**config.mk**
```make
export PLATFORM = sky130hd
export DESIGN_NAME = wb_copy_master_flat
export DESIGN_NICKNAME = d
export VERILOG_FILES = /design/src/rtl/wb_copy_if.sv /design/src/rtl/wb_copy_master.sv /design/src/flat_wrapper.sv
export SDC_FILE = /design/constraint.sdc
export NUM_CORES = 1
export LEC_CHECK = 0
export BUFFER_PORTS_ARGS = -buffer_cell sky130_fd_sc_hd__buf_4
export CELL_PAD_IN_SITES_DETAIL_PLACEMENT = 1
export CELL_PAD_IN_SITES_GLOBAL_PLACEMENT = 1
export CORE_ASPECT_RATIO = 2
export CORE_MARGIN = 1
export CORE_UTILIZATION = 46
export DETAILED_ROUTE_END_ITERATION = 8
export PLACE_DENSITY = 0.87
export REMOVE_ABC_BUFFERS = 1
export SYNTH_ARGS = -nofsm -noshare
export SYNTH_HDL_FRONTEND = slang
export SYNTH_SLANG_ARGS = --single-unit
```
**constraint.sdc**
```tcl
create_clock -name clk_i -period 8.54 [get_ports clk_i]
set_clock_uncertainty 0.1 [all_clocks]
set_input_delay 0.854 -clock clk_i [delete_from_list [all_inputs] [get_ports clk_i]]
set_output_delay 0.854 -clock clk_i [all_outputs]
set_load 0.02 [all_outputs]
```
**src/rtl/wb_copy_if.sv**
```systemverilog
// Bundle of the copy-command and Wishbone classic signals for wb_copy_master.
// Signal names are given from the master's point of view.
interface wb_copy_if #(
    parameter int unsigned AW = 32,
    parameter int unsigned LW = 16
);
    logic          start_i;
    logic [AW-1:0] src_i;
    logic [AW-1:0] dst_i;
    logic [LW-1:0] len_i;
    logic          busy_o;
    logic          done_o;
    logic          err_o;
    logic          cyc_o;
    logic          stb_o;
    logic          we_o;
    logic [AW-1:0] adr_o;
    logic [3:0]    sel_o;
    logic [31:0]   dat_o;
    logic [31:0]   dat_i;
    logic          ack_i;

    modport master (
        input  start_i, src_i, dst_i, len_i, dat_i, ack_i,
        output busy_o, done_o, err_o, cyc_o, stb_o, we_o, adr_o, sel_o, dat_o
    );

    modport slave (
        output start_i, src_i, dst_i, len_i, dat_i, ack_i,
        input  busy_o, done_o, err_o, cyc_o, stb_o, we_o, adr_o, sel_o, dat_o
    );
endinterface

```
**src/rtl/wb_copy_master.sv**
```systemverilog
// Wishbone classic master that copies len 32-bit words from src to dst,
// one read then one write per word, with a per-transfer ack timeout.
module wb_copy_master #(
    parameter int unsigned AW      = 32,
    parameter int unsigned LW      = 16,
    parameter int unsigned TIMEOUT = 255
) (
    input  logic        clk_i,
    input  logic        rst_i,
    wb_copy_if.master   bus
);
    localparam int unsigned TW = $clog2(TIMEOUT + 1);

    typedef enum logic [1:0] {S_IDLE, S_RD, S_WR, S_DONE} state_e;

    state_e        state_q, state_d;
    logic [AW-1:0] src_q, src_d;
    logic [AW-1:0] dst_q, dst_d;
    logic [LW-1:0] rem_q, rem_d;
    logic [31:0]   buf_q, buf_d;
    logic [TW-1:0] tmo_q, tmo_d;
    logic          err_q, err_d;
    logic          cyc_q, cyc_d;
    logic          stb_q, stb_d;
    logic          we_q, we_d;
    logic [AW-1:0] adr_q, adr_d;
    logic [3:0]    sel_q, sel_d;
    logic [31:0]   dat_q, dat_d;
    logic          busy_q, busy_d;
    logic          done_q, done_d;
    logic          ack_ok;
    logic          tmo_hit;
    logic          xfer;

    always_ff @(posedge clk_i or posedge rst_i) begin
        if (rst_i) begin
            state_q <= S_IDLE;
            src_q   <= '0;
            dst_q   <= '0;
            rem_q   <= '0;
            buf_q   <= '0;
            tmo_q   <= '0;
            err_q   <= 1'b0;
            cyc_q   <= 1'b0;
            stb_q   <= 1'b0;
            we_q    <= 1'b0;
            adr_q   <= '0;
            sel_q   <= 4'h0;
            dat_q   <= '0;
            busy_q  <= 1'b0;
            done_q  <= 1'b0;
        end else begin
            state_q <= state_d;
            src_q   <= src_d;
            dst_q   <= dst_d;
            rem_q   <= rem_d;
            buf_q   <= buf_d;
            tmo_q   <= tmo_d;
            err_q   <= err_d;
            cyc_q   <= cyc_d;
            stb_q   <= stb_d;
            we_q    <= we_d;
            adr_q   <= adr_d;
            sel_q   <= sel_d;
            dat_q   <= dat_d;
            busy_q  <= busy_d;
            done_q  <= done_d;
        end
    end

    // Acks only count while our own request is on the bus, so a lingering
    // ack during the one-cycle gap after each transfer is never taken twice.
    always_comb begin
        state_d = state_q;
        src_d   = src_q;
        dst_d   = dst_q;
        rem_d   = rem_q;
        buf_d   = buf_q;
        tmo_d   = tmo_q;
        err_d   = err_q;
        ack_ok  = cyc_q && stb_q && bus.ack_i;
        tmo_hit = cyc_q && !ack_ok && (tmo_q == TW'(TIMEOUT - 1));

        case (state_q)
            S_IDLE: begin
                if (bus.start_i) begin
                    src_d   = bus.src_i;
                    dst_d   = bus.dst_i;
                    rem_d   = bus.len_i;
                    err_d   = 1'b0;
                    tmo_d   = '0;
                    state_d = (bus.len_i == '0) ? S_DONE : S_RD;
                end
            end
            S_RD: begin
                if (ack_ok) begin
                    buf_d   = bus.dat_i;
                    tmo_d   = '0;
                    state_d = S_WR;
                end else if (tmo_hit) begin
                    err_d   = 1'b1;
                    tmo_d   = '0;
                    state_d = S_DONE;
                end else if (cyc_q) begin
                    tmo_d = tmo_q + TW'(1);
                end
            end
            S_WR: begin
                if (ack_ok) begin
                    src_d   = src_q + AW'(4);
                    dst_d   = dst_q + AW'(4);
                    rem_d   = rem_q - LW'(1);
                    tmo_d   = '0;
                    state_d = (rem_q == LW'(1)) ? S_DONE : S_RD;
                end else if (tmo_hit) begin
                    err_d   = 1'b1;
                    tmo_d   = '0;
                    state_d = S_DONE;
                end else if (cyc_q) begin
                    tmo_d = tmo_q + TW'(1);
                end
            end
            S_DONE:  state_d = S_IDLE;
            default: state_d = S_IDLE;
        endcase

        // Outputs follow the next state; an accepted ack forces the gap cycle.
        xfer   = (state_d == S_RD) || (state_d == S_WR);
        cyc_d  = xfer && !ack_ok;
        stb_d  = cyc_d;
        we_d   = cyc_d && (state_d == S_WR);
        adr_d  = !cyc_d ? '0 : ((state_d == S_WR) ? dst_d : src_d);
        sel_d  = cyc_d ? 4'hF : 4'h0;
        dat_d  = we_d ? buf_d : 32'h0;
        busy_d = xfer;
        done_d = (state_d == S_DONE);
    end

    always_comb begin
        bus.cyc_o  = cyc_q;
        bus.stb_o  = stb_q;
        bus.we_o   = we_q;
        bus.adr_o  = adr_q;
        bus.sel_o  = sel_q;
        bus.dat_o  = dat_q;
        bus.busy_o = busy_q;
        bus.done_o = done_q;
        bus.err_o  = err_q;
    end
endmodule
```
**src/flat_wrapper.sv**
```systemverilog
// flat-port wrapper written by rule: the top's interface ports become plain ports
module wb_copy_master_flat 
#(
    parameter int unsigned AW      = 32,
    parameter int unsigned LW      = 16,
    parameter int unsigned TIMEOUT = 255
)
  (clk_i, rst_i, bus_start_i, bus_src_i, bus_dst_i, bus_len_i, bus_dat_i, bus_ack_i, bus_busy_o, bus_done_o, bus_err_o, bus_cyc_o, bus_stb_o, bus_we_o, bus_adr_o, bus_sel_o, bus_dat_o);
  wb_copy_if #(.AW(AW), .LW(LW)) bus_i ();
  input  logic clk_i;
  input  logic rst_i;
  input wire logic [$bits(bus_i.start_i)-1:0] bus_start_i;
  input wire logic [$bits(bus_i.src_i)-1:0] bus_src_i;
  input wire logic [$bits(bus_i.dst_i)-1:0] bus_dst_i;
  input wire logic [$bits(bus_i.len_i)-1:0] bus_len_i;
  input wire logic [$bits(bus_i.dat_i)-1:0] bus_dat_i;
  input wire logic [$bits(bus_i.ack_i)-1:0] bus_ack_i;
  output wire logic [$bits(bus_i.busy_o)-1:0] bus_busy_o;
  output wire logic [$bits(bus_i.done_o)-1:0] bus_done_o;
  output wire logic [$bits(bus_i.err_o)-1:0] bus_err_o;
  output wire logic [$bits(bus_i.cyc_o)-1:0] bus_cyc_o;
  output wire logic [$bits(bus_i.stb_o)-1:0] bus_stb_o;
  output wire logic [$bits(bus_i.we_o)-1:0] bus_we_o;
  output wire logic [$bits(bus_i.adr_o)-1:0] bus_adr_o;
  output wire logic [$bits(bus_i.sel_o)-1:0] bus_sel_o;
  output wire logic [$bits(bus_i.dat_o)-1:0] bus_dat_o;
  assign bus_i.start_i = bus_start_i;
  assign bus_i.src_i = bus_src_i;
  assign bus_i.dst_i = bus_dst_i;
  assign bus_i.len_i = bus_len_i;
  assign bus_i.dat_i = bus_dat_i;
  assign bus_i.ack_i = bus_ack_i;
  assign bus_busy_o = bus_i.busy_o;
  assign bus_done_o = bus_i.done_o;
  assign bus_err_o = bus_i.err_o;
  assign bus_cyc_o = bus_i.cyc_o;
  assign bus_stb_o = bus_i.stb_o;
  assign bus_we_o = bus_i.we_o;
  assign bus_adr_o = bus_i.adr_o;
  assign bus_sel_o = bus_i.sel_o;
  assign bus_dat_o = bus_i.dat_o;
  wb_copy_master #(.AW(AW), .LW(LW), .TIMEOUT(TIMEOUT)) u_core (.clk_i(clk_i), .rst_i(rst_i), .bus(bus_i));
endmodule
```
=== Word-level counts from Yosys, hierarchy flattened ===
Cells that the tools add are included.
W data, S select, Z words.

* Flip-flop bits (word level): 195
* Output and inout port bits: 74
* Word-level logic and storage cells: 77

* Equal/unequal tests: 13
* Muxes and demuxes: 31
* Add/subtract/negate cells: 4
* Reduce and logical (&&, ||, !) cells: 15

{| class="wikitable"
|+ Operator list
! kind !! number
|-
| $mux W32 || 9
|-
| $pmux W32 S2 || 2
|-
| $add A32 B3 Y32 const B || 2
|-
| $mux W16 || 2
|-
| $mux W8 || 4
|-
| $pmux W16 S2 || 1
|-
| $eq A16 B1 Y1 const B || 1
|-
| $logic_not A16 Y1 || 1
|-
| $pmux W8 S2 || 1
|-
| $sub A16 B1 Y16 const B || 1
|-
| $mux W2 || 6
|-
| $add A8 B1 Y8 const B || 1
|-
| $eq A2 B2 Y1 const B || 4
|-
| $eq A8 B8 Y1 const B || 1
|-
| $pmux W2 S4 || 1
|-
| $reduce_and A3 Y1 || 2
|-
| $logic_and A1 B1 Y1 || 5
|-
| $eq A2 B1 Y1 const B || 2
|-
| $mux W4 || 1
|-
| $ne A2 B1 Y1 const B || 2
|-
| $ne A2 B2 Y1 const B || 2
|-
| $ne A4 B1 Y1 const B || 1
|-
| $reduce_and A4 Y1 || 1
|-
| $reduce_bool A2 Y1 || 2
|-
| other kinds (6) || 8
|}

=== Logic depth before layout (Yosys ltp) ===
Gate-level depths: netlist of the first run.

* Depth after elaboration: 12
* Mapped depth: 18
* Gate-level depth less buffers: 15

=== Worst setup path after synthesis of the first run ===
Ideal clock, no wire load.

* Kind: register -> register
* Start point: reg u_core.state_q[0]
* End point: reg u_core.adr_q[29] (netlist: u_core.bus.adr_o[29])
* Buffers on the path: 4
* Clock period less this slack: 3263 ps
* Path slack: 5277 ps
* Data required time: 8352 ps
* Cell stages (with the launch flop): 18
* Setup time: 88 ps
* Arrival time: 3076 ps
* Cell sequence: dfrtp_1 -> inv_1 -> ha_1 -> clkbuf_1 -> clkbuf_1 -> buf_1 -> a21oi_1 -> a221oi_1 -> a21o_1 -> ha_1 -> inv_1 -> nand2_1 -> clkinv_1 -> nand2_1 -> inv_1 -> clkbuf_1 -> o2111ai_1 -> o211ai_1

* Elaborated cells between the ends (all ways): 17
* Those cells by class: eq/ne: 5; mux: 9; reduce/logical: 3

{| class="wikitable"
|+ RTL lines
! item !! RTL line !! text
|-
| from (decl) || wb_copy_master.sv:16 || <nowiki>state_e state_q, state_d;</nowiki>
|-
| from (signal assigned) || wb_copy_master.sv:53 || <nowiki>state_q <= state_d;</nowiki>
|-
| $eq A2 B2 Y1 (tied with other cells) || wb_copy_master.sv:84 || <nowiki>case (state_q)</nowiki>
|-
| $pmux W2 S4 (*) || wb_copy_master.sv:84 ||
|-
| net u_core.state_d[1] || wb_copy_master.sv:16 ||
|-
| $eq A2 B1 Y1 / $eq A2 B2 Y1 (equally long branches) || wb_copy_master.sv:128 || <nowiki>xfer = (state_d == S_RD) || (state_d == S_WR);</nowiki>
|-
| $logic_or A1 B1 Y1 (*) || wb_copy_master.sv:128 ||
|-
| net u_core.busy_d || wb_copy_master.sv:29 || <nowiki>logic busy_q, busy_d;</nowiki>
|-
| $logic_and A1 B1 Y1 (*) || wb_copy_master.sv:129 || <nowiki>cyc_d = xfer && !ack_ok;</nowiki>
|-
| $mux W32 (*) || wb_copy_master.sv:132 || <nowiki>adr_d = !cyc_d ? '0 : ((state_d == S_WR) ? dst_d : src_d);</nowiki>
|-
| net u_core.adr_d[29] || wb_copy_master.sv:26 || <nowiki>logic [AW-1:0] adr_q, adr_d;</nowiki>
|-
| to (signal assigned) || wb_copy_master.sv:63 || <nowiki>adr_q <= adr_d;</nowiki>
|-
| to (decl) || wb_copy_master.sv:26 ||
|}

The timed path passes the listed nets; every way through them passes the cells marked *.
A chain may end at the register's enable or synchronous reset.

=== Worst setup path in the final report of the first run ===
* Start point: reg u_core.state_q[0]
* End point: reg u_core.adr_q[17] (netlist: u_core.bus.adr_o[17])

* Elaborated cells between the ends (all ways): 17
* Those cells by class: eq/ne: 5; mux: 9; reduce/logical: 3

{| class="wikitable"
|+ RTL lines
! item !! RTL line
|-
| $eq A2 B2 Y1 (tied with other cells) || wb_copy_master.sv:84
|-
| $pmux W2 S4 (*) || wb_copy_master.sv:84
|-
| net u_core.state_d[1] || wb_copy_master.sv:16
|-
| $eq A2 B1 Y1 / $eq A2 B2 Y1 (equally long branches) || wb_copy_master.sv:128, wb_copy_master.sv:132
|-
| $logic_or A1 B1 Y1 || wb_copy_master.sv:128
|-
| $logic_and A1 B1 Y1 || wb_copy_master.sv:129
|-
| $mux W32 (*) || wb_copy_master.sv:132
|-
| net u_core.adr_d[17] || wb_copy_master.sv:26
|}

Marks and branches as above.

==> metrics.txt, run 1 <==
routed wire length=32.3 mm; I/O Buffers=189; clk sink count=191; Hold Path Class=flip-flop to flip-flop; setup TNS=0 ps; Synth Area per Inst=between 10 and 15 um^2; final setup violation count=0; Routed wire per std cell=23.3 um; Nets=roughly 1,200; Synth top area share=49.0%; RSZ-0062 raised after global routing=false; Tcrit/Tclk final=between 50% and 60%; Die ar.=~22,000 um^2; root buf cell=clkbuf_16; first-pass GRT wire length=~50 mm; total power draw=slightly above 4 mW; pin count of the biggest net entering global routing=about 120; startpoint types=flip-flop; DRC viols=0; flops & latches, synth=about 190; TritonCTS buffer count=17; GR Overflow Total=0; Max IR drop VDD=0.208 mV; dominant cells by area after synthesis=dfrtp_1, mux2_2, nand2_1; Slew Limit Fails=0; Initial Util=46.8%; Worst-path clk slew=70 ps; kind of end point of the critical path=flip-flop; CP required=8770 ps; initial antenna violation count=0; Std-Cell Rows=75; status=finished, final reports clean; Async S/R FF share, synth=between 90% and 100%; WS Path Type=flip-flop to flip-flop; GPL Wtd Cong=approximately 0.93; via count=a little under 9,000; Cell variety after synth=between 60 and 70; CTS-repair resized insts=0; Ports=190; htree depth=4; top cells by count, synth=dfrtp_1, nand2_1, mux2_2; Synth Cell Area=9750 um^2; Worst-Skew Late Latency=450 ps; CTS tree=built; chip height=208 um; DR iter-0 viols=401; Syn-to-layout area delta=22.7%; Post-synth EDFFs=0; total core area=20,800 um^2; Fmax=0.220 GHz; most common cell in the netlist=dfrtp_1; # diodes=0; DRT Pass-1 Iters=5; vias in the first global route=9,397; Vias/cell=6.23; Final min period=4550 ps; CP max FO=35; layout cells sized above 1=27.1%; Post CTS Setup Buffer Count=0; Fin. Hold Viols=0; Worst EP arrival=4780 ps; P_leak=5.45 nW; deepest clock path buffer count=2; Worst-Margin Slew=1070 ps; Yosys top cell by area=dfrtp_1; Max Cap Viol=0; Final HPWL DP=22.5 mm; PD cells=347 nW/um^2; Synth Flop Type=dfrtp_1; register area share after synthesis=49.0%; Mapped Cells=948; hold buffer count at cts=0; Post-Route Utilization=57.4%; antenna-violating nets left=0; Die Wd=105 um; Syn. warnings=0; gr usage total=30.3%; Max-slew headroom=27.8%
==> layout make-up <==
cell class              count  area, um^2
clock buffers              19         453
clock inverters            13         150
fillers                  2305        8880
inverters                  26         105
multi-input cells         667        4620
flip-flops and latches    191        4780
well taps                 269         337
repair buffers            202        1520
==> where the power goes <==
| group | internal (mW) | switching [mW] | leakage [nW] |
|---|---|---|---|
| Sequential | 1.25 | 0.369 | 2.42 |
| Combinational | 0.691 | 1.00 | 2.74 |
| Clock | 0.453 | 0.377 | 0.291 |
==> worst max-delay path: stages (launching register included) <==
cell      delay [ps]
dfrtp_1          410
inv_1            160
ha_2             490
nand2_1           90
nor4_1           190
nand3_1          140
a221oi_1         350
a21o_1           190
ha_1             170
buf_4            410
clkinv_1         710
nand3_1          630
a21oi_1           80
a211o_1          290
==> layout by cell type, fill, tap and decap left out, drive strengths merged, types with 17 or more instances in the layout <==
cell and count:
nand4 25, and2 39, nor2 32, o21ai 40, buf 202, clkbuf 19
xnor2 18, nand2 81, mux2 51, a21oi 32, a22oi 36, nand3 34
dfrtp 191, xor2 17, nor4 24, nor3 25, inv 30, mux2i 21
==> through the flow <==
| stage | cell area, um^2 | hold WS (ps) | instances | setup WS [ps] |
|---|---|---|---|---|
| floorplan | 9470 | 365 | 884 | 2390 |
| global placement | 11400 | 371 | 1355 | 4310 |
| detailed placement | 11400 | 379 | 1355 | 4130 |
| CTS | 12000 | 396 | 1387 | 4020 |
| global route | 12000 | 411 | 1387 | 3690 |
| finish | 12000 | 398 | 1387 | 3990 |
==> flip-flops by register name, summed over array words and instances, names as in the netlist <==
name and cells:
u_core.bus.adr_o 32, u_core.bus.busy_o 1, u_core.bus.we_o 1, u_core.src_q 32, u_core.dst_q 32, u_core.state_q 2
u_core.bus.sel_o 1, u_core.buf_q 32, u_core.bus.err_o 1, u_core.tmo_q 8, u_core.bus.done_o 1, u_core.bus.dat_o 32
u_core.rem_q 16
==> logic make-up (layout without fill, tap and decap cells) <==
kind of cell	after synthesis	in the layout	synth area share, %
xor gates and xnor gates	35	35	3.14
and+or+nand+nor	326	326	18.3
buffers and inverters	90	260	3.81
AOI/OAI and AO/OA	222	222	16.1
DFF	191	191	49.0
adders and majority gates	12	12	1.54
muxes	72	72	8.05
==> worst paths after layout <==
kind	slack (ps)	endpoint	cells past startpoint	start
worst min-delay path	400	u_core.buf_q[23]	1	u_core.buf_q[23]
min in group asynchronous	450	u_core.buf_q[24]	2	rst_i
worst max-delay path	3990	u_core.bus.adr_o[17]	13	u_core.state_q[0]
worst min register to register	400	u_core.buf_q[23]	1	u_core.buf_q[23]
max in group asynchronous	6420	u_core.rem_q[2]	3	rst_i
worst max register to register	3990	u_core.bus.adr_o[17]	13	u_core.state_q[0]
==> routing by layer <==
metal / track usage (%) / share of wire [%] / vias to the layer above
met3: 4.99 / 4.4 / 108
li1: - / - / 3817
met5: 0 / 0 / -
met2: 54.8 / 54 / 341
met1: 32.0 / 36 / 4376
met4: 19.8 / 6.0 / 0
(Power assumes the default switching activity.)
==> run 2: changes to the inputs <==
ABC_AREA = 1   (was unset)
CORE_UTILIZATION = 37   (was 46)
PLACE_DENSITY = 0.78   (was 0.87)
clock period = 4 ns   (was 8.54 ns; I/O delays follow)
==> metrics.txt, run 2 <==
Fin. Hold Viols=13; Cell variety after synth=49; dominant cells by area after synthesis=dfrtp_1, nand2_1, inv_1; P_leak=between 6 and 7 nW; root buf cell=clkbuf_16; Min Hold Slack=-45.0 ps; area of the multi-input gates=around 4300 um^2; Compound-Gate Fraction of Synth Area=13.8%; htree depth=4; RSZ-0062 raised after global routing=false; register area=4780 um^2; Syn-to-layout area delta=23.2%; most common cell after layout, fill and taps aside=nand2_1; total core area=26,300 um^2; final setup violation count=0; startpoint types=flip-flop; WS Path Type=flip-flop to flip-flop; Layout Cells excl Fill=approximately 1,700; most frequent cells in the layout=nand2_1, buf_4, dfrtp_1; pin count of the biggest net entering global routing=around 120; GR Overflow Total=0; metal2 WL=16.9 mm; M1 wire length=approximately 11 mm; Vias/cell=5.18; DR iter-0 viols=403; adder-cell share of the synthesized area=under 10%; DRC viols=0; Worst-path clk slew=roughly 70 ps; Max-slew headroom=37.6%; CTS tree=built; XOR/XNOR share of the synthesized area=around 1.9%; Final min period=3290 ps; clk sink count=between 150 and 200; CP max FO=28; Max IR drop VDD=0.367 mV; routed wire length=30.8 mm; Die ar.=approximately 27,000 um^2; Initial Util=37.7%; # placed instances=1,698; chip height=~230 um; hold buffer count at cts=0; Slew Limit Fails=0; gr usage total=between 20% and 30%; Ports=190; total power draw=9.31 mW; Hold Path Class=primary input to async pin; met3 WL=between 1 and 1.5 mm; CP max stage delay=roughly 500 ps; Synth Flop Type=dfrtp_1; Post CTS Setup Buffer Count=0; most frequent CP cell=inv_1; CTS-repair resized insts=0; PD cells=762 nW/um^2; Synth Area per Inst=8.23 um^2; Worst-Skew Late Latency=about 460 ps; Worst-Margin Slew=approximately 930 ps; TritonCTS buffer count=17; initial antenna violation count=0; Nets=1,501; largest family of logic cells by synthesized area=simple AND/OR/NAND/NOR gates; Routed wire per std cell=around 18 um; register area share after synthesis=48.2%; highest routed layer=met4; Critical-path top delay cell=ha_2; vias in the first global route=9,905; status=finished with violations; GPL Wtd Cong=0.905; Mapped Cells=roughly 1,200; Yosys top cell by area=dfrtp_1; Worst EP arrival=approximately 3600 ps; fill count=3,234; via count=8,964; kind of end point of the critical path=flip-flop; violations in the final reports=negative hold slack; Fmax=about 0.30 GHz; top cells by count, synth=nand2_1, dfrtp_1, inv_1; I/O Buffers=189; Die Wd=~120 um; Tcrit/Tclk final=slightly above 80%; Std-Cell Rows=84; layout cells sized above 1=around 23%; flops & latches, synth=191; Synth top area share=48.2%; Synth Cell Area=9910 um^2; setup TNS=0 ps; Max Cap Viol=0; # diodes=0; Post-synth EDFFs=0; DRT Pass-1 Iters=4; multiplexer area fraction after synthesis=0.101%; Final HPWL DP=~23 mm; most common cell in the netlist=nand2_1; deepest clock path buffer count=2; antenna-violating nets left=0; first-pass GRT wire length=around 50 mm; CP Cell Sequence=inv_1, ha_2, inv_2, nor2_1, nand4_1, nor3_1, o21ai_0, a21oi_1, ha_1, nor2_2, inv_1, nor2_2, buf_4, inv_1, o22ai_1; Async S/R FF share, synth=100%; Syn. warnings=0; Post-Synth Simple-Gate Area=25.7%; CP required=4270 ps
run 2: area by class of cell:
type | count | area share, %
Sequential cell | 191 | 39.1
Multi-Input combinational cell | 798 | 34.9
Timing Repair Buffer | 199 | 12.3
Inverter | 166 | 5.18
Clock buffer | 21 | 3.85
Tap cell | 344 | 3.52
Clock inverter | 11 | 1.08
run 2: worst paths after layout:
| kind | from | to | slack (ps) | depth (start not counted) |
|---|---|---|---|---|
| min in group clk_i | bus_dat_i[26] | u_core.buf_q[26] | 100 | 3 |
| worst min-delay path | rst_i | u_core.bus.dat_o[5] | -50 | 2 |
| worst max-delay path | u_core.state_q[0] | u_core.bus.adr_o[1] | 710 | 15 |
| worst min register to register | u_core.dst_q[0] | u_core.dst_q[0] | 400 | 2 |
| max in group asynchronous | rst_i | u_core.dst_q[12] | 2870 | 3 |
| worst max register to register | u_core.state_q[0] | u_core.bus.adr_o[1] | 710 | 15 |
run 2: cells by family (layout without fill, tap and decap cells):
| group | count (synthesis) | in the layout |
|---|---|---|
| AOI/OAI and AO/OA | 213 | 213 |
| muxes | 1 | 1 |
| xor gates and xnor gates | 21 | 21 |
| DFF | 191 | 191 |
| buffers and inverters | 215 | 397 |
| adders and majority gates | 12 | 12 |
| and+or+nand+nor | 551 | 551 |
run 2: stage by stage:
| step | area (um^2) | utilization [%] | worst slack [ps] |
|---|---|---|---|
| floorplan | 9660 | - | -1700 |
| global placement | 11600 | 44.2 | 998 |
| detailed placement | 11600 | 44.2 | 776 |
| CTS | 12200 | 46.5 | 727 |
| global route | 12200 | 46.5 | 463 |
| finish | 12200 | 46.5 | 707 |
run 2: report_power, final:
| part | internal, mW | total [mW] | switching (mW) |
|---|---|---|---|
| registers | 2.72 | 3.29 | 0.577 |
| logic | 1.46 | 4.24 | 2.78 |
| clock network | 0.975 | 1.77 | 0.796 |
run 2: critical path: cells and delay by family (launching register included):
family	cells	cell delay [ps]
adders and majority gates	2	820
AOI/OAI and AO/OA	3	600
DFF	1	420
and+or+nand+nor	5	570
buffers and inverters	5	690
run 2: metal layers:
layer	vias to the layer above	global-route usage (%)
met5	-	0
met4	0	14.6
met3	72	4.25
met2	195	44.7
met1	4439	23.1
li1	4258	-
